--- config.mk ---
export PLATFORM = sky130hd
export DESIGN_NAME = regfile_write_arbiter
export DESIGN_NICKNAME = d
export VERILOG_FILES = /design/src/rtl/regfile_pkg.sv /design/src/rtl/decoder.sv /design/src/rtl/regfile_write_arbiter.sv
export SDC_FILE = /design/constraint.sdc
export NUM_CORES = 1
export LEC_CHECK = 0
export CORE_UTILIZATION = 33
export DETAILED_ROUTE_END_ITERATION = 10
export PLACE_DENSITY = 0.89
export SLEW_MARGIN = 20
export SYNTH_ARGS = -nofsm -noshare
export SYNTH_HDL_FRONTEND = slang
export SYNTH_SLANG_ARGS = --single-unit
export TNS_END_PERCENT = 20
--- constraint.sdc ---
create_clock -name clock -period 2.4 [get_ports clock]
set_clock_uncertainty 0.2 [all_clocks]
set_input_delay 0.36 -clock clock [delete_from_list [all_inputs] [get_ports clock]]
set_output_delay 0.36 -clock clock [all_outputs]
set_load 0.005 [all_outputs]
--- src/rtl/regfile_pkg.sv ---
// rtl/regfile_pkg.sv - shared register-file constants for the write arbiter slice
package regfile_pkg;

    localparam int REG_W    = 5;
    localparam int DATA_W   = 32;
    localparam int NUM_REGS = 32;
    localparam int REG_ZERO = 0;
    localparam int CNT_W    = 16;

endpackage

--- src/rtl/decoder.sv ---
// rtl/decoder.sv - binary-to-one-hot decoder with enable
module decoder #(
    parameter int SEL_W = 5
) (
    output logic [(2**SEL_W)-1:0] out,
    input  logic [SEL_W-1:0]      select,
    input  logic                  enable
);

    always_comb begin
        out = '0;
        if (enable) begin
            out[select] = 1'b1;
        end
    end

endmodule

--- src/rtl/regfile_write_arbiter.sv ---
// rtl/regfile_write_arbiter.sv - round-robin arbiter sharing the regfile write port
module regfile_write_arbiter
    import regfile_pkg::*;
#(
    parameter int NUM_REQ = 4,
    parameter int REG_W   = regfile_pkg::REG_W,
    parameter int DATA_W  = regfile_pkg::DATA_W
) (
    input  logic                      clock,
    input  logic                      ctrl_reset_n,
    input  logic [NUM_REQ-1:0]        req_valid,
    input  logic [NUM_REQ*REG_W-1:0]  req_reg,
    input  logic [NUM_REQ*DATA_W-1:0] req_data,
    output logic [NUM_REQ-1:0]        req_ready,
    input  logic                      arb_hold,
    output logic                      ctrl_writeEnable,
    output logic [REG_W-1:0]          ctrl_writeReg,
    output logic [DATA_W-1:0]         data_writeReg,
    output logic [NUM_REGS-1:0]       wr_pending,
    output logic [CNT_W-1:0]          write_count
);

    localparam int PTR_W = (NUM_REQ > 1) ? $clog2(NUM_REQ) : 1;

    logic [PTR_W-1:0]       ptr;
    logic [PTR_W-1:0]       gidx;
    logic                   found;
    logic [2*NUM_REQ-1:0]   dbl;
    logic [NUM_REQ-1:0]     grant;
    logic [REG_W-1:0]       sel_reg;
    logic [DATA_W-1:0]      sel_data;
    logic [PTR_W-1:0]       ptr_next;

    // Doubling the request vector lets the search start at ptr and wrap without modulo logic.
    always_comb begin
        dbl   = {req_valid, req_valid};
        grant = '0;
        gidx  = '0;
        found = 1'b0;
        if (ctrl_reset_n && !arb_hold) begin
            for (int k = 0; k < NUM_REQ; k++) begin
                if (!found && dbl[int'(ptr) + k]) begin
                    found = 1'b1;
                    if (int'(ptr) + k >= NUM_REQ) begin
                        gidx = PTR_W'(int'(ptr) + k - NUM_REQ);
                    end else begin
                        gidx = PTR_W'(int'(ptr) + k);
                    end
                end
            end
        end
        if (found) begin
            grant[gidx] = 1'b1;
        end
    end

    assign req_ready = grant;
    assign sel_reg   = req_reg[int'(gidx)*REG_W +: REG_W];
    assign sel_data  = req_data[int'(gidx)*DATA_W +: DATA_W];
    assign ptr_next  = (gidx == PTR_W'(NUM_REQ - 1)) ? '0 : gidx + 1'b1;

    always_ff @(posedge clock) begin
        if (!ctrl_reset_n) begin
            ptr              <= '0;
            ctrl_writeEnable <= 1'b0;
            ctrl_writeReg    <= '0;
            data_writeReg    <= '0;
        end else if (found) begin
            ptr              <= ptr_next;
            ctrl_writeReg    <= sel_reg;
            data_writeReg    <= sel_data;
            // r0 is hardwired zero: accept the transfer but never enable the port
            ctrl_writeEnable <= (sel_reg != REG_W'(REG_ZERO));
        end else begin
            ctrl_writeEnable <= 1'b0;
        end
    end

    always_ff @(posedge clock) begin
        if (!ctrl_reset_n) begin
            write_count <= '0;
        end else if (ctrl_writeEnable && (write_count != {CNT_W{1'b1}})) begin
            write_count <= write_count + 1'b1;
        end
    end

    decoder #(
        .SEL_W (REG_W)
    ) u_pending_dec (
        .out    (wr_pending),
        .select (ctrl_writeReg),
        .enable (ctrl_writeEnable)
    );

endmodule

==> results of run 1 <==
[worst paths after layout]
path / from / to / slack [ns] / cells past startpoint
worst max register to register: ptr[1] / ctrl_writeEnable / -0.09 / 10
worst max-delay path: ptr[1] / req_ready[3] / -0.12 / 8
worst min register to register: data_writeReg[28] / data_writeReg[28] / 0.26 / 2
worst min-delay path: data_writeReg[28] / data_writeReg[28] / 0.26 / 2
[sequential cells by signal, indices dropped and copies added (netlist names)]
signal / cells
write_count: 16
ptr: 2
data_writeReg: 32
ctrl_writeReg: 5
ctrl_writeEnable: 1
[cells in the final DEF, fill, tap and decap left out, types with 7 or more instances in the layout]
cell type	netlist	routed
dfxtp_1	56	49
nand2_1	19	19
nand3_1	45	44
o21ai_2	0	7
inv_1	8	7
and2_1	17	14
nor2_1	37	36
mux2i_1	66	62
clkdlybuf4s50_1	0	229
o21ai_1	33	26
buf_4	1	32
buf_6	7	10
xnor2_1	7	7
mux2_2	33	27
[area by class of cell]
type                            count  area [µm²]  area share (%)
Tap cell                          140         175            2.48
Sequential cell                    56        1130            16.1
Clock inverter                      2        35.0           0.496
Timing Repair Buffer              295        3030            42.9
Multi-Input combinational cell    322        2580            36.5
Inverter                           10        42.5           0.602
Clock buffer                        6        72.6            1.03
[power breakdown]
group / switching, mW / leakage [nW] / internal [mW]
clock: 0.320 / 0.0552 / 0.311
combinational: 0.317 / 2.14 / 0.575
sequential: 0.0513 / 0.463 / 0.993
total: 0.688 / 2.66 / 1.88
[layer usage]
metal | part of all wire (%) | vias up
li1 | - | 2035
met1 | 37 | 2041
met2 | 53 | 177
met3 | 7.1 | 31
met4 | 3.0 | 0
met5 | 0 | -
[cells by family (layout without fill, tap and decap cells)]
family | after synthesis | after routing | synth area share (%)
buf+inv | 41 | 313 | 5.76
mux | 103 | 103 | 30.2
simple gates | 147 | 147 | 20.3
compound gates | 54 | 54 | 8.89
fa+ha+maj | 5 | 5 | 1.68
flops | 56 | 56 | 30.2
xor+xnor | 13 | 13 | 3.06
[worst register-to-register path, delay by kind of cell, from the launching register on]
family                 cells  cell delay [ns]
AOI/OAI and AO/OA          3             0.38
DFF                        1             0.34
and+or+nand+nor            1             0.27
muxes                      1             0.55
buffers and inverters      5             0.64
[stage by stage]
stage | setup slack (ns) | std cells | util, %
floorplan | 0.179 | 419 | -
global placement | -0.676 | 799 | 58.7
detailed placement | -0.848 | 799 | 58.7
CTS | -0.116 | 813 | 61.1
global route | -0.205 | 831 | 64.9
finish | -0.123 | 831 | 64.9
[repair_timing]
item                                    CTS  global route
cloned                                    0             9
endpoints found under the setup margin   57            51
setup buffers                             8             9
pin swaps                                 7             8
resized for setup                        59            40
endpoints found under the hold margin     0             0
==> impl_metrics.ini, run 1 <==
[floorplan]
dieWidth_um = 108
core_area_mm2 = 0.0109
rows = 38
ios = 245
dieArea_mm2 = 0.0117
start_util_pct = 34.1
die_h_um = 108

[layout]
layout-drive-gt1-share_pct = 21.1
design_area_mm2 = 0.00706
fillers = 837
diodes = 0
area_growth_pct = 90.0
nNetsFinal = 850

[timing]
setup_violations = 10
drv_slew = 0
setup_tns_ns = -0.505
worst_pin_slew_ns = 0.583
hold_viol_final = 0
fin_crit_sh_pct = 105
relSlewSlack_pct = 61.2
worst_hold_slack_ns = 0.262
max_freq_mhz = 396
fin_crit_ns = 2.52
rsz0062_at_grt = yes
layout_setup_ws_ns = -0.123

[worst_setup_path]
end_kind = output port
cpPeakStageDelay_ns = 0.36
crit_type = reg -> out
critPathMaxFanout = 3
startpoint_type = register
crit_family = compound AO/OA/AOI/OAI gates
worstPathRequired_ns = 1.84
path_buf_inv = 3
crit_slowest_cell = dfxtp_2
cpMostUsedCell = buf_6
worstPathArrival_ns = 1.96
crit_chain = and4bb_1, o21a_1, a211oi_4, buf_4, buf_6, ha_4, and2_4, buf_6

[grt]
met3_usage_pct = 6.03
use_met1_pct = 25.3
grt_usage_pct = 22.8
grt_pass1_wl_um = 20900
grt_antenna_before_repair = 0
grt_pass1_vias = 4202
grt.busiest_layer = met2
grt_max_degree = 56
grt.overflow.total = 0
grtUsageMet2_pct = 41.6

[yosys]
syn_inst = 419
synth-main-ff-cell = dfxtp_1
syn_avg_cell_area_um2 = 8.87
yosysMostFrequentCell = mux2i_1
async_reset_ff_share_pct = 0
synth_cell_types = 44
synthTopCellsByCount = mux2i_1 (66), dfxtp_1 (56), nand3_1 (45), nor2_1 (37)
ys_ff_latch = 56
yosysWarnings = 0
synth_top_area_share_pct = 30.2
synth_area_leaders = dfxtp_1 (30%), mux2i_1 (18%), mux2_2 (10%)
syn_area_mm2 = 0.00372
syn_nets = 579
synth_seq_area_share_pct = 30.2
synth_area_leader_cell = dfxtp_1
synth_edf_count = 0

[drt]
drc_errors = 0
vias_per_cell = 5.16
wire_per_inst_um = 18.1
via_count = 4284
drtPass1Iterations = 4
wl_um = 15100
first_iter_violations = 142
ant_nets = 0

[place]
place.gp.congestion = 0.870
io_buffers = 244
place_area_mm2 = 0.00639
hpwl_um = 10600

[clock_tree]
clkTransAtPathRegs_ns = 0.10
cts_buffers = 5
cts.sinks = 56
h-tree-depth = 2
cts_tree = done
root_buffer = clkbuf_8
hold_buffers = 0
cts.path.max_buffers = 2
clock_latency_ns = 0.30

[flow_run]
cap_violations = 0

[pwr]
power_leakage_nw = 2.66
vdd_drop_max_v = 0.000280
power.total_mw = 2.57
powerDensity_mw_per_mm2 = 363

[worst_hold_path]
hold_path.class = reg -> reg

[run_status]
violations = negative setup slack
status = finished with violations
No activity file was read; power rests on OpenSTA's default activity.
==> inputs of run 2 (changes only) <==
--- a/config.mk
+++ b/config.mk
@@ -5,6 +5,7 @@
 export SDC_FILE = /design/constraint.sdc
 export NUM_CORES = 1
 export LEC_CHECK = 0
+export CORE_ASPECT_RATIO = 0.6
 export CORE_UTILIZATION = 33
 export DETAILED_ROUTE_END_ITERATION = 10
 export PLACE_DENSITY = 0.89
==> impl_metrics.ini, run 2 (synthesis gave the netlist of run 1 again) <==
[floorplan]
dieWidth_um = 139
die_h_um = 84.2
ios = 245
core_area_mm2 = 0.0108
dieArea_mm2 = 0.0117
start_util_pct = 34.5
rows = 29

[clock_tree]
root_buffer = clkbuf_16
h-tree-depth = 2
clock_latency_ns = 0.29
cts.sinks = 56
cts.path.max_buffers = 2
clkTransAtPathRegs_ns = 0.07
cts_buffers = 5
cts_tree = done

[grt]
grt.overflow.total = 0
grt_pass1_wl_um = 20500
grt_pass1_vias = 4317
grt_usage_pct = 21.9
grt_max_degree = 56
grt_antenna_before_repair = 0

[drt]
vias_per_cell = 5.10
ant_nets = 0
via_count = 4174
drc_errors = 13
wl_um = 13500
first_iter_violations = 193
drtPass1Iterations = 9
routed.top_layer = met4
wl_met2_um = 6980
met1_length_um = 5170
wl_met3_um = 933
wire_per_inst_um = 16.4

[timing]
fin_crit_ns = 2.50
drv_slew = 0
rsz0062_at_grt = yes
fin_crit_sh_pct = 104
layout_setup_ws_ns = -0.0957
max_freq_mhz = 401
setup_violations = 5
worst_pin_slew_ns = 0.579
relSlewSlack_pct = 61.4
setup_tns_ns = -0.216
hold_viol_final = 0

[worst_setup_path]
timing.rr.start = ptr[0]
reg2reg_to = ctrl_writeEnable
worstPathArrival_ns = 1.94
crit_type = in -> out
end_kind = output port
rr_worst_depth = 9
critPathMaxFanout = 4
rrSetupSlack_ns = 0
worstPathRequired_ns = 1.84
startpoint_type = primary input
crit_start = req_valid[3]

[worst_hold_path]
hold_path.class = reg -> reg
min_path_cells = 2
hold_end = data_writeReg[8]
min-delay-start = data_writeReg[8]

[run_status]
status = finished with violations
violations = design-rule violations, negative setup slack

[pwr]
vdd_drop_max_v = 0.000296
powerDensity_mw_per_mm2 = 377
power.total_mw = 2.59
power_leakage_nw = 2.45

[layout]
final_common_cell = clkdlybuf4s50_1
largest_reg_flops = 32
design_area_mm2 = 0.00686
regMostFlops = data_writeReg
nNetsFinal = 839
mostFrequentLayoutCells = clkdlybuf4s50_1 (234), mux2i_1 (65), dfxtp_1 (51), nand3_1 (44), nor2_1 (36)
area_growth_pct = 84.4
largestRegisters = data_writeReg: 32 flops, write_count: 16 flops, ctrl_writeReg: 5 flops
layout-drive-gt1-share_pct = 18.6
finish.utilization_pct = 63.6
diodes = 0

[place]
hpwl_um = 10100
place_area_mm2 = 0.00642
place.gp.congestion = 0.904
io_buffers = 244

[flow_run]
cap_violations = 0
-- run 2: changes by cell type in the layout (fill, tap and decap cells not counted), moves of 5 or more --
| cell | previous run | this run |
|---|---|---|
| clkbuf_8 | 5 | 0 |
| mux2_4 | 6 | 1 |
| buf_4 | 32 | 25 |
| o21ai_1 | 26 | 33 |
| clkdlybuf4s50_1 | 229 | 234 |
| mux2_2 | 27 | 32 |
| o21ai_2 | 7 | 0 |
| dlymetal6s2s_1 | 5 | 0 |
-- run 2: worst max-delay path by stage --
stage	endpoint	slack [ns]	cells after the start
6_report	req_ready[1]	-0.1	9
5_1_grt	req_ready[1]	-0.16	9
4_1_cts	req_ready[1]	-0.04	8
3_5_place_dp	data_writeReg[6]	-0.76	9
3_3_place_gp	req_ready[1]	-0.61	8
2_1_floorplan	ctrl_writeEnable	0.18	8
-- run 2: critical path, stage by stage --
cell and delay (ns):
clkdlybuf4s15_1 0.31, or2_4 0.20, o221ai_4 0.11, a211oi_4 0.36, inv_2 0.09, buf_6 0.13
ha_4 0.14, and2_4 0.13, buf_6 0.10
-- run 2: what timing repair did --
item,CTS,global route
pin swaps,10,4
setup buffers,12,1
endpoints found under the setup margin,56,65
hold buffers,0,0
resized for setup,56,27
cloned,0,2
-- run 2: area by class of cell --
type                       instances  area [µm²]
inverter                          10        42.5
clock inverter                     1        5.00
fill                             849        3920
clock buffer                       6         129
tap                              139         174
sequential                        56        1130
multi-input combinational        322        2530
timing repair buffer             284        2840
-- run 2: power by group --
part,switching [mW],internal (mW)
sequential,0.0463,0.993
combinational,0.299,0.548
clock,0.321,0.381
-- run 2: layer usage --
metal | up-vias | track usage (%)
met5 | - | 0
met4 | 0 | 8.38
met3 | 33 | 5.65
met2 | 182 | 41.4
met1 | 1948 | 23.7
li1 | 2011 | -
-- run 2: through the flow --
step           worst slack (ns)  std cells  hold slack, ns
6_report                -0.0957        818           0.258
3_3_place_gp             -0.609        800           0.243
2_1_floorplan             0.179        419           0.253
3_5_place_dp             -0.761        800           0.248
5_1_grt                  -0.159        818           0.277
4_1_cts                 -0.0398        817           0.257
==> inputs of run 3 (changes only) <==
--- a/config.mk
+++ b/config.mk
@@ -6,9 +6,10 @@
 export NUM_CORES = 1
 export LEC_CHECK = 0
 export CORE_ASPECT_RATIO = 0.6
-export CORE_UTILIZATION = 33
+export CORE_UTILIZATION = 37
 export DETAILED_ROUTE_END_ITERATION = 10
-export PLACE_DENSITY = 0.89
+export PLACE_DENSITY = 0.93
+export RECOVER_POWER = 50
 export SLEW_MARGIN = 20
 export SYNTH_ARGS = -nofsm -noshare
 export SYNTH_HDL_FRONTEND = slang
==> constraint.sdc (replaced) <==
create_clock -name clock -period 2.5 [get_ports clock]
set_clock_uncertainty 0.2 [all_clocks]
set_input_delay 0.375 -clock clock [delete_from_list [all_inputs] [get_ports clock]]
set_output_delay 0.375 -clock clock [all_outputs]
set_load 0.005 [all_outputs]
==> impl_metrics.ini, run 3 (synthesis gave the netlist of run 1 again) <==
[timing]
setup_violations = 2
fin_crit_sh_pct = 100
layout_setup_ws_ns = -0.0111
fin_crit_ns = 2.51
worst_pin_slew_ns = 0.552
relSlewSlack_pct = 63.2
drv_slew = 0
rsz0062_at_grt = yes
hold_viol_final = 0
max_freq_mhz = 398

[layout]
largestRegisters = data_writeReg: 32 flops, write_count: 16 flops, ctrl_writeReg: 5 flops
design_area_mm2 = 0.00666
largest_reg_flops = 32
regMostFlops = data_writeReg
mostFrequentLayoutCells = clkdlybuf4s50_1 (195), mux2i_1 (66), dfxtp_1 (53), nand3_1 (45), dlygate4sd3_1 (40)
finish.utilization_pct = 70.4
fillers = 684
diodes = 0
final_common_cell = clkdlybuf4s50_1
layout-drive-gt1-share_pct = 15.9
nNetsFinal = 833
area_growth_pct = 79.3

[clock_tree]
cts_buffers = 5
clock_latency_ns = 0.29
cts_tree = done
cts.path.max_buffers = 2
root_buffer = clkbuf_16
cts.sinks = 56
h-tree-depth = 2
clkTransAtPathRegs_ns = 0.07
hold_buffers = 0

[drt]
drtPass1Iterations = 6
via_count = 4021
vias_per_cell = 5.01
drc_errors = 0
wire_per_inst_um = 15.6
wl_um = 12500
ant_nets = 0
first_iter_violations = 149

[place]
place.gp.congestion = 0.944
io_buffers = 244
place_area_mm2 = 0.00636
hpwl_um = 9770

[floorplan]
start_util_pct = 39.3
core_area_mm2 = 0.00946
ios = 245
rows = 27
dieArea_mm2 = 0.0105
die_h_um = 79.6
dieWidth_um = 131

[grt]
grt.overflow.total = 0
grt_antenna_before_repair = 0
grt_max_degree = 62
grt_pass1_wl_um = 19100
grt_pass1_vias = 3996
grt_usage_pct = 22.8

[worst_setup_path]
cpMostUsedCell = buf_6
crit_chain = and4bb_1, o21a_1, a211oi_4, buf_4, buf_6, ha_4, and2_4, buf_6
cpPeakStageDelay_ns = 0.36
end_kind = output port
path_buf_inv = 3
crit_slowest_cell = dfxtp_4
crit_family = compound AO/OA/AOI/OAI gates
critPathMaxFanout = 4
worstPathRequired_ns = 1.92
startpoint_type = register
crit_type = reg -> out
worstPathArrival_ns = 1.94

[worst_hold_path]
hold_path.class = reg -> reg

[pwr]
vdd_drop_max_v = 0.000259
power_leakage_nw = 2.50
powerDensity_mw_per_mm2 = 362
power.total_mw = 2.41

[run_status]
status = finished with violations
violations = negative setup slack

[flow_run]
cap_violations = 0
[run 3: cell count changes in the layout (fill, tap and decap cells not counted), sizes merged]
cell,delta
buf,-9
clkbuf,+2
clkdlybuf4s15,-1
clkdlybuf4s50,-39
dlygate4sd2,+1
dlygate4sd3,+40
[run 3: layout make-up]
| type | instances | area [µm²] | area share, % |
|---|---|---|---|
| clock buffers | 6 | 129 | 1.93 |
| clock inverters | 1 | 5.00 | 0.0751 |
| inverters | 10 | 37.5 | 0.563 |
| multi-input cells | 322 | 2440 | 36.7 |
| flip-flops and latches | 56 | 1130 | 17.0 |
| repair buffers | 278 | 2750 | 41.3 |
| well taps | 130 | 163 | 2.44 |
[run 3: path summary, 6_finish.rpt]
| check | from | end | slack (ns) | depth (start not counted) |
|---|---|---|---|---|
| worst min-delay path | data_writeReg[12] | data_writeReg[12] | 0.25 | 2 |
| worst min register to register | data_writeReg[12] | data_writeReg[12] | 0.25 | 2 |
| worst max register to register | ptr[0] | ctrl_writeEnable | 0.04 | 9 |
| worst max-delay path | ptr[0] | req_ready[2] | -0.01 | 8 |
[run 3: power by group]
part	total (mW)	switching [mW]	internal (mW)
Sequential	0.991	0.0390	0.952
Clock	0.664	0.299	0.365
Combinational	0.758	0.270	0.488
[run 3: worst reg2reg max path, cell delays in order, from the launching register on]
cell and delay, ns:
dfxtp_4 0.36, and4bb_1 0.23, o21a_1 0.22, a211oi_4 0.22
buf_4 0.18, buf_6 0.11, buf_8 0.13, mux4_2 0.33
nor4_2 0.28, a21oi_1 0.09
[run 3: layer usage]
| layer | up-vias | wire [µm] | global-route usage, % |
|---|---|---|---|
| met3 | 20 | 893 | 6.03 |
| met2 | 165 | 6540 | 43.9 |
| li1 | 1999 | - | - |
| met4 | 0 | 243 | 7.44 |
| met1 | 1837 | 4870 | 24.4 |
| met5 | - | 0 | 0 |
[run 3: stage by stage]
step	hold slack, ns	instances	worst slack [ns]	setup TNS, ns
finish	0.253	803	-0.0111	-0.0128
floorplan	0.253	419	0.261	0
CTS	0.258	800	-0.0818	-0.0818
detailed placement	0.250	789	-0.666	-24.16
global placement	0.243	789	-0.541	-19.83
global route	0.275	803	-0.0842	-0.316
[run 3: what timing repair did]
action | 4_1_cts | 5_1_grt
setup buffers | 4 | 2
gates cloned | 0 | 1
resized for setup | 27 | 25
hold endpoints to repair | 0 | 0
endpoints found under the setup margin | 41 | 47
pin swaps | 5 | 6
==> variant 1 (settings of run 3) <==
Set the parameter `NUM_REQ` to 8 (it was 4).
--- a/src/rtl/regfile_write_arbiter.sv
+++ b/src/rtl/regfile_write_arbiter.sv
@@ -2,7 +2,7 @@
 module regfile_write_arbiter
     import regfile_pkg::*;
 #(
-    parameter int NUM_REQ = 4,
+    parameter int NUM_REQ = 8,
     parameter int REG_W   = regfile_pkg::REG_W,
     parameter int DATA_W  = regfile_pkg::DATA_W
 ) (
Ports: changed (resized req_data, req_ready, req_reg and req_valid); port bits go from 245 to 401. The function was not compared with the original's and may differ.
==> variant 1 against run 3 <==
  * The run still ends with setup timing left
  * First-iteration DRC count grew to 4.5 times the old value
  * Power grew 150%
  * Setup slack lost 1500 ps
  * Wire length grew to 2.6 times the old value
  * Global-route usage grew 12 points
  * Sequential cell count grew 1
  * Maximum frequency shrank 38%
  * Final area grew 85%
  * Core utilization grew 9.1 points
  * Count of clock-buffer cells in the layout grew 3
  * Worst hold slack gained 14 ps
  * Area after synthesis grew 58%
  * Critical path depth grew 10
  * Largest cell class unchanged
  * Largest power group is now combinational logic
==> variant 1: results (changes against run 3) <==
Detailed routing
  – Initial DRC count: 672 (+350%)
  – Drt pass-1 iters: 7 (+1)
  – Per-cell routed wire length: 22.2 um (+42%)
  – Post-Route M1 WL: 11900 um (+140%)
  – Top Metal Used: met4
  – Met2 wire length: 15800 um (+140%)
  – Via count of the routed design: 8596 (+110%)
  – Met3 routed WL: 2790 um (+210%)

Synth
  – Syn Nets: 1055 (+82%)
  – Yosys warns: 0 (unchanged)
  – Asr flop ratio synth: 0% (unchanged)
  – Proportion of synthesized area in mux cells: 26.5% (-3.7 points)
  – Compound-Gate Fraction of Synth Area: 23.4% (+14 points)
  – Post-synth top flop: dfxtp_1
  – Dominant cells by area after synthesis: dfxtp_1 19%, mux2i_1 12%, mux2_2 9.6%
  – Most frequent cells after synthesis: 92 x nand2_1, 89 x nor2_1, 73 x mux2i_1, 57 x dfxtp_1, 50 x mux2_2
  – Netlist cell types: 75 (+70%)
  – Post-Syn Area per Cell: 7.92 um^2 (-11%)
  – XOR/XNOR share of the synthesized area: 1.93% (-1.1 points)
  – Post-synthesis sequential area ratio: 19.4% (-11 points)
  – Post-synthesis adder-cell area fraction: 1.06% (-0.62 points)

Clock network
  – Clock transition at the registers of the reported paths: 60 ps
  – Worst-Skew Late Latency: 330 ps (+40 ps)
  – H-tree depth: 3 (+1)
  – Clock Path Buffers: 2 (unchanged)
  – Root Driver: clkbuf_16
  – Num CTS Buffers: 9 (+4)

Timing
  – Slew @ Worst Pin: 409 ps (-143 ps)
  – Final setup violation count: 53 (+51)
  – Final setup margin: -1530 ps (-1520 ps)

Global routing
  – Vias in the first global route: 8009 (+100%)
  – GRT overflow: 0 (unchanged)
  – First-pass GRT wire length: 43100 um (+130%)
  – Total GRT Usage: 34.4% (+12 points)
  – Largest net degree at the start of global routing: 35 (-44%)
  – Initial antenna violation count: 7 (+7)

Critical path
  – CP startpoint: ptr[0]
  – Max stage delay cell, worst path: dfxtp_4
  – Worst setup endpoint: data_writeReg[16]
  – R2R cell count: 18 (+9)
  – Critical path arrival: 4030 ps (+2090 ps)
  – Max incr delay on CP: 390 ps (+30 ps)
  – Crit Path Max Fanout: 8 (+4)
  – R2r startpoint: ptr[0]

Finish
  – Fillers: 919 (+34%)
  – Biggest regs: data_writeReg (32), write_count (16), ctrl_writeReg (5)
  – Nets: 1564 (+88%)
  – Layout Cells excl Fill: 1467 (+83%)
  – Layout cell share with drive strength beyond 1: 26.8% (+11 points)

Place
  – Final HPWL DP: 23000 um (+140%)
  – Post-Place Cells: 1393 (+77%)
  – Port buffer count: 400 (+64%)
  – Gpl congestion: 0.979 (+3.7%)

Status
  – Failing checks: setup timing
  – Outcome: finished, violations left

Min path
  – Hold Crit Class: register to register

Pwr
  – Leakage power: 4.83 nW (+94%)
  – Max VDD drop: 0.327 mV (+26%)
## variant 1: changes by cell type after synthesis, moves of 9 or more
cell / delta
nand2_1: +73
nor2_1: +52
o21ai_0: +38
a21oi_1: +35
o21ai_1: -29
buf_2: +21
a221oi_1: +17
mux2_2: +17
nand3_1: -12
a222oi_1: +10
and3_1: +9
o211ai_1: +9
o2bb2ai_1: +9
## variant 1: critical path: cells and delay by family (launching register included)
family | cells | cell delay [ps]
AO/OA/AOI/OAI | 5 | 1170
buffers and inverters | 7 | 850
multiplexers | 2 | 560
flip-flops | 1 | 390
adder cells (fa/ha/maj) | 1 | 350
AND/OR/NAND/NOR | 3 | 340
## variant 1: repair_timing
item / 4_1_cts / 5_1_grt
gates resized for setup: 119 / 88
gates cloned: 2 / 4
endpoints found under the hold margin: 0 / 0
pin swaps: 29 / 43
setup buffers: 23 / 26
endpoints found under the setup margin: 60 / 66
## variant 1: worst min path at each step
stage	from	endpoint	slack (ps)	cells past startpoint
2_1_floorplan	data_writeReg[15]	data_writeReg[15]	260	2
3_3_place_gp	data_writeReg[4]	data_writeReg[4]	250	2
3_5_place_dp	data_writeReg[19]	data_writeReg[19]	260	2
4_1_cts	data_writeReg[19]	data_writeReg[19]	280	2
5_1_grt	data_writeReg[4]	data_writeReg[4]	290	2
6_report	data_writeReg[19]	data_writeReg[19]	270	2
## variant 1: power breakdown
group	leakage [nW]	internal, W	switching, W
Sequential	0.472	0.00107	0.000136
Combinational	4.19	0.00188	0.00142
Clock	0.171	0.000985	0.000519
## variant 1: logic make-up (layout without fill, tap and decap cells)
kind of cell / count (synthesis) / after routing
adder cells (fa/ha/maj): 5 / 5
AO/OA/AOI/OAI: 189 / 189
other: 0 / 7
XOR/XNOR: 13 / 13
buffers and inverters: 66 / 580
AND/OR/NAND/NOR: 277 / 277
flip-flops: 57 / 57
multiplexers: 136 / 136
## variant 1: metal layers
layer | vias to the layer above | global-route usage, %
li1 | 3809 | -
met1 | 4078 | 37.5
met2 | 552 | 59.9
met3 | 157 | 8.67
met4 | 0 | 21.5
met5 | - | 0
## variant 1: stage by stage
stage | TNS, ps | area (um^2) | worst slack (ps)
2_1_floorplan | -59580 | 6050 | -1260
3_3_place_gp | -76660 | 10800 | -1750
3_5_place_dp | -79470 | 10800 | -1750
4_1_cts | -62560 | 11700 | -1470
5_1_grt | -72240 | 12300 | -1680
6_report | -67210 | 12300 | -1530
## variant 1: final cells by class
type / count / area share [%]
inverters: 8 / 0.295
clock inverters: 7 / 1.02
flip-flops and latches: 57 / 9.35
clock buffers: 9 / 1.83
well taps: 203 / 2.07
diodes: 7 / 0.142
repair buffers: 556 / 45.3
multi-input cells: 620 / 40.0
==> variant 2 (settings of run 3) <==
Without the edit above. Reset style: asynchronous (`ctrl_reset_n`), changed in 2 clocked blocks.
--- a/src/rtl/regfile_write_arbiter.sv
+++ b/src/rtl/regfile_write_arbiter.sv
@@ -59,7 +59,7 @@
     assign sel_data  = req_data[int'(gidx)*DATA_W +: DATA_W];
     assign ptr_next  = (gidx == PTR_W'(NUM_REQ - 1)) ? '0 : gidx + 1'b1;
 
-    always_ff @(posedge clock) begin
+    always_ff @(posedge clock or negedge ctrl_reset_n) begin
         if (!ctrl_reset_n) begin
             ptr              <= '0;
             ctrl_writeEnable <= 1'b0;
@@ -76,7 +76,7 @@
         end
     end
 
-    always_ff @(posedge clock) begin
+    always_ff @(posedge clock or negedge ctrl_reset_n) begin
         if (!ctrl_reset_n) begin
             write_count <= '0;
         end else if (ctrl_writeEnable && (write_count != {CNT_W{1'b1}})) begin
Behaviour: differs if ctrl_reset_n is asserted again (counterexample within 4 cycles, from zero or initial values and one cycle with ctrl_reset_n low); with ctrl_reset_n held inactive, the same outputs for 10 cycles.
==> variant 2 against run 3 <==
  * The flow still finishes with violations (setup timing)
  * Final cell count is 2.7% higher
  * Largest power group is now combinational logic
  * Final area grew 2.1%
  * Critical endpoint is now req_ready[1]
  * First-iteration DRC count up 26%
  * Highest routed layer unchanged
  * Sequential cell count unchanged
  * Clock power rose by 9.6%
  * Power up 30%
  * Area after synthesis grew 2.1%
  * Wire length up 4.2%
  * Setup slack got worse by 24 ps
==> variant 2: results (changes against run 3) <==
Synth
  – Asr flop ratio synth: 100% (+100 points)
  – Netlist cell types: 40 (-9.1%)
  – Dominant cells by area after synthesis: dfrtp_1 37%, mux2i_1 12%, nand2_1 9.6%
  – Post-Syn Area per Cell: 8.53 um^2 (-3.8%)
  – Post-synth top flop: dfrtp_1
  – Post-synthesis sequential area ratio: 36.9% (+6.8 points)
  – Syn Nets: 605 (+4.5%)

Finish
  – Inverters: 7 (-3)
  – Post-Layout Inst Area: 0.00680 mm^2 (+2.1%)
  – Sequential fraction of total cell area: 20.7% (+3.7 points)
  – Flip-flop and latch count: 56 (unchanged)
  – Non-clock buffers: 266 (-4.3%)
  – Nets: 849 (+1.9%)
  – Multi-input logic area: 0.00234 mm^2 (-4.3%)
  – Layout cell share with drive strength beyond 1: 13.3% (-2.6 points)
  – Multi-input gates: 353 (+9.6%)
  – NonClk Buf Share: 39.8% (-1.6 points)
  – Fillers: 759 (+11%)
  – Clock buf/inv share: 2.24% (+0.23 points)

Place
  – Final HPWL DP: 9620 um (-1.5%)
  – Gpl congestion: 0.816 (-14%)
  – Post-Place Cells: 811 (+2.8%)
  – Worst slack at placement: -559 ps (+107 ps)
  – Area after DPL: 0.00642 mm^2 (+0.94%)

Global routing
  – Vias in the first global route: 4078 (+2.1%)
  – First-pass GRT wire length: 20100 um (+5.1%)
  – Largest net degree at the start of global routing: 72 (+16%)
  – Total GRT Usage: 23.6% (+0.85 points)

Status
  – Outcome: finished, violations left
  – Failing checks: setup timing

Detailed routing
  – Total wire length: 13100 um (+4.2%)
  – Per-cell routed wire length: 15.8 um (+1.4%)
  – Drt pass-1 iters: 5 (-1)
  – Via count of the routed design: 4178 (+3.9%)
  – Initial DRC count: 188 (+26%)

Floorplanning
  – Placeable Area: 0.00991 mm^2 (+4.8%)

Critical path
  – Critical path arrival: 1960 ps (+20 ps)
  – R2r startpoint: ptr[1]
  – Reg-to-reg endpoint: ctrl_writeEnable
  – Worst setup endpoint: req_ready[1]
  – Crit Path Max Fanout: 7 (+3)
  – Max stage delay cell, worst path: dlygate4sd2_1
  – Max incr delay on CP: 430 ps (+70 ps)
  – CP startpoint: req_valid[1]
  – Kind of cell adding the most delay to the critical path: buffers and inverters
  – Reg2reg setup slack: 60 ps (+20 ps)

Timing
  – Hold slack final: 280 ps (+26.8 ps)
  – Slew @ Worst Pin: 1380 ps (+829 ps)
  – Final setup margin: -35.4 ps (-24.3 ps)
  – Final setup violation count: 3 (+1)

Pwr
  – Leakage power: 3.04 nW (+22%)
  – Max VDD drop: 0.444 mV (+71%)
## variant 2: changes by cell type after synthesis, sizes merged, moves of 3 or more
cell,before,now
mux4,4,0
dfrtp,0,56
o21ai,36,67
xnor2,7,10
nor2,37,44
clkbuf,20,16
mux2i,66,47
dfxtp,56,0
and2,17,4
inv,10,7
nand2,19,97
nand3,45,5
nand4,1,4
## variant 2: per-layer routing
layer / routed length, um / track usage (%) / vias to the layer above
met2: 6430 / 43.2 / 137
met4: 149 / 5.29 / 0
met5: 0 / 0 / -
met1: 5760 / 28.9 / 2019
li1: - / - / 2008
met3: 736 / 4.67 / 14
## variant 2: worst min path at each step
stage | cells past startpoint | to | startpoint
after global placement | 2 | data_writeReg[30] | data_writeReg[30]
final | 2 | data_writeReg[11] | data_writeReg[11]
after global routing | 2 | data_writeReg[30] | data_writeReg[30]
after CTS | 2 | ctrl_writeReg[0] | ctrl_reset_n
after detailed placement | 2 | data_writeReg[11] | data_writeReg[11]
after floorplan | 0 | ctrl_writeEnable | ctrl_reset_n
## variant 2: kinds of logic (layout without fill, tap and decap cells)
logic type | after synthesis | count (layout) | share of synthesized area [%]
adder cells (fa/ha/maj) | 5 | 5 | 1.65
multiplexers | 79 | 79 | 21.9
XOR/XNOR | 14 | 14 | 3.23
flip-flops | 56 | 56 | 36.9
AO/OA/AOI/OAI | 79 | 79 | 11.8
AND/OR/NAND/NOR | 176 | 176 | 20.1
buffers and inverters | 36 | 281 | 4.45
## variant 2: report_power, final
group          total [W]  switching [W]  internal [W]
combinational    0.00121       0.000478      0.000732
clock           0.000728       0.000347      0.000381
sequential       0.00120       0.000142       0.00106
## variant 2: repair_timing
action,in CTS,in global routing
pin swaps,6,8
gates cloned,1,1
gates resized for setup,47,23
setup endpoints to repair,51,46
setup buffers,4,0
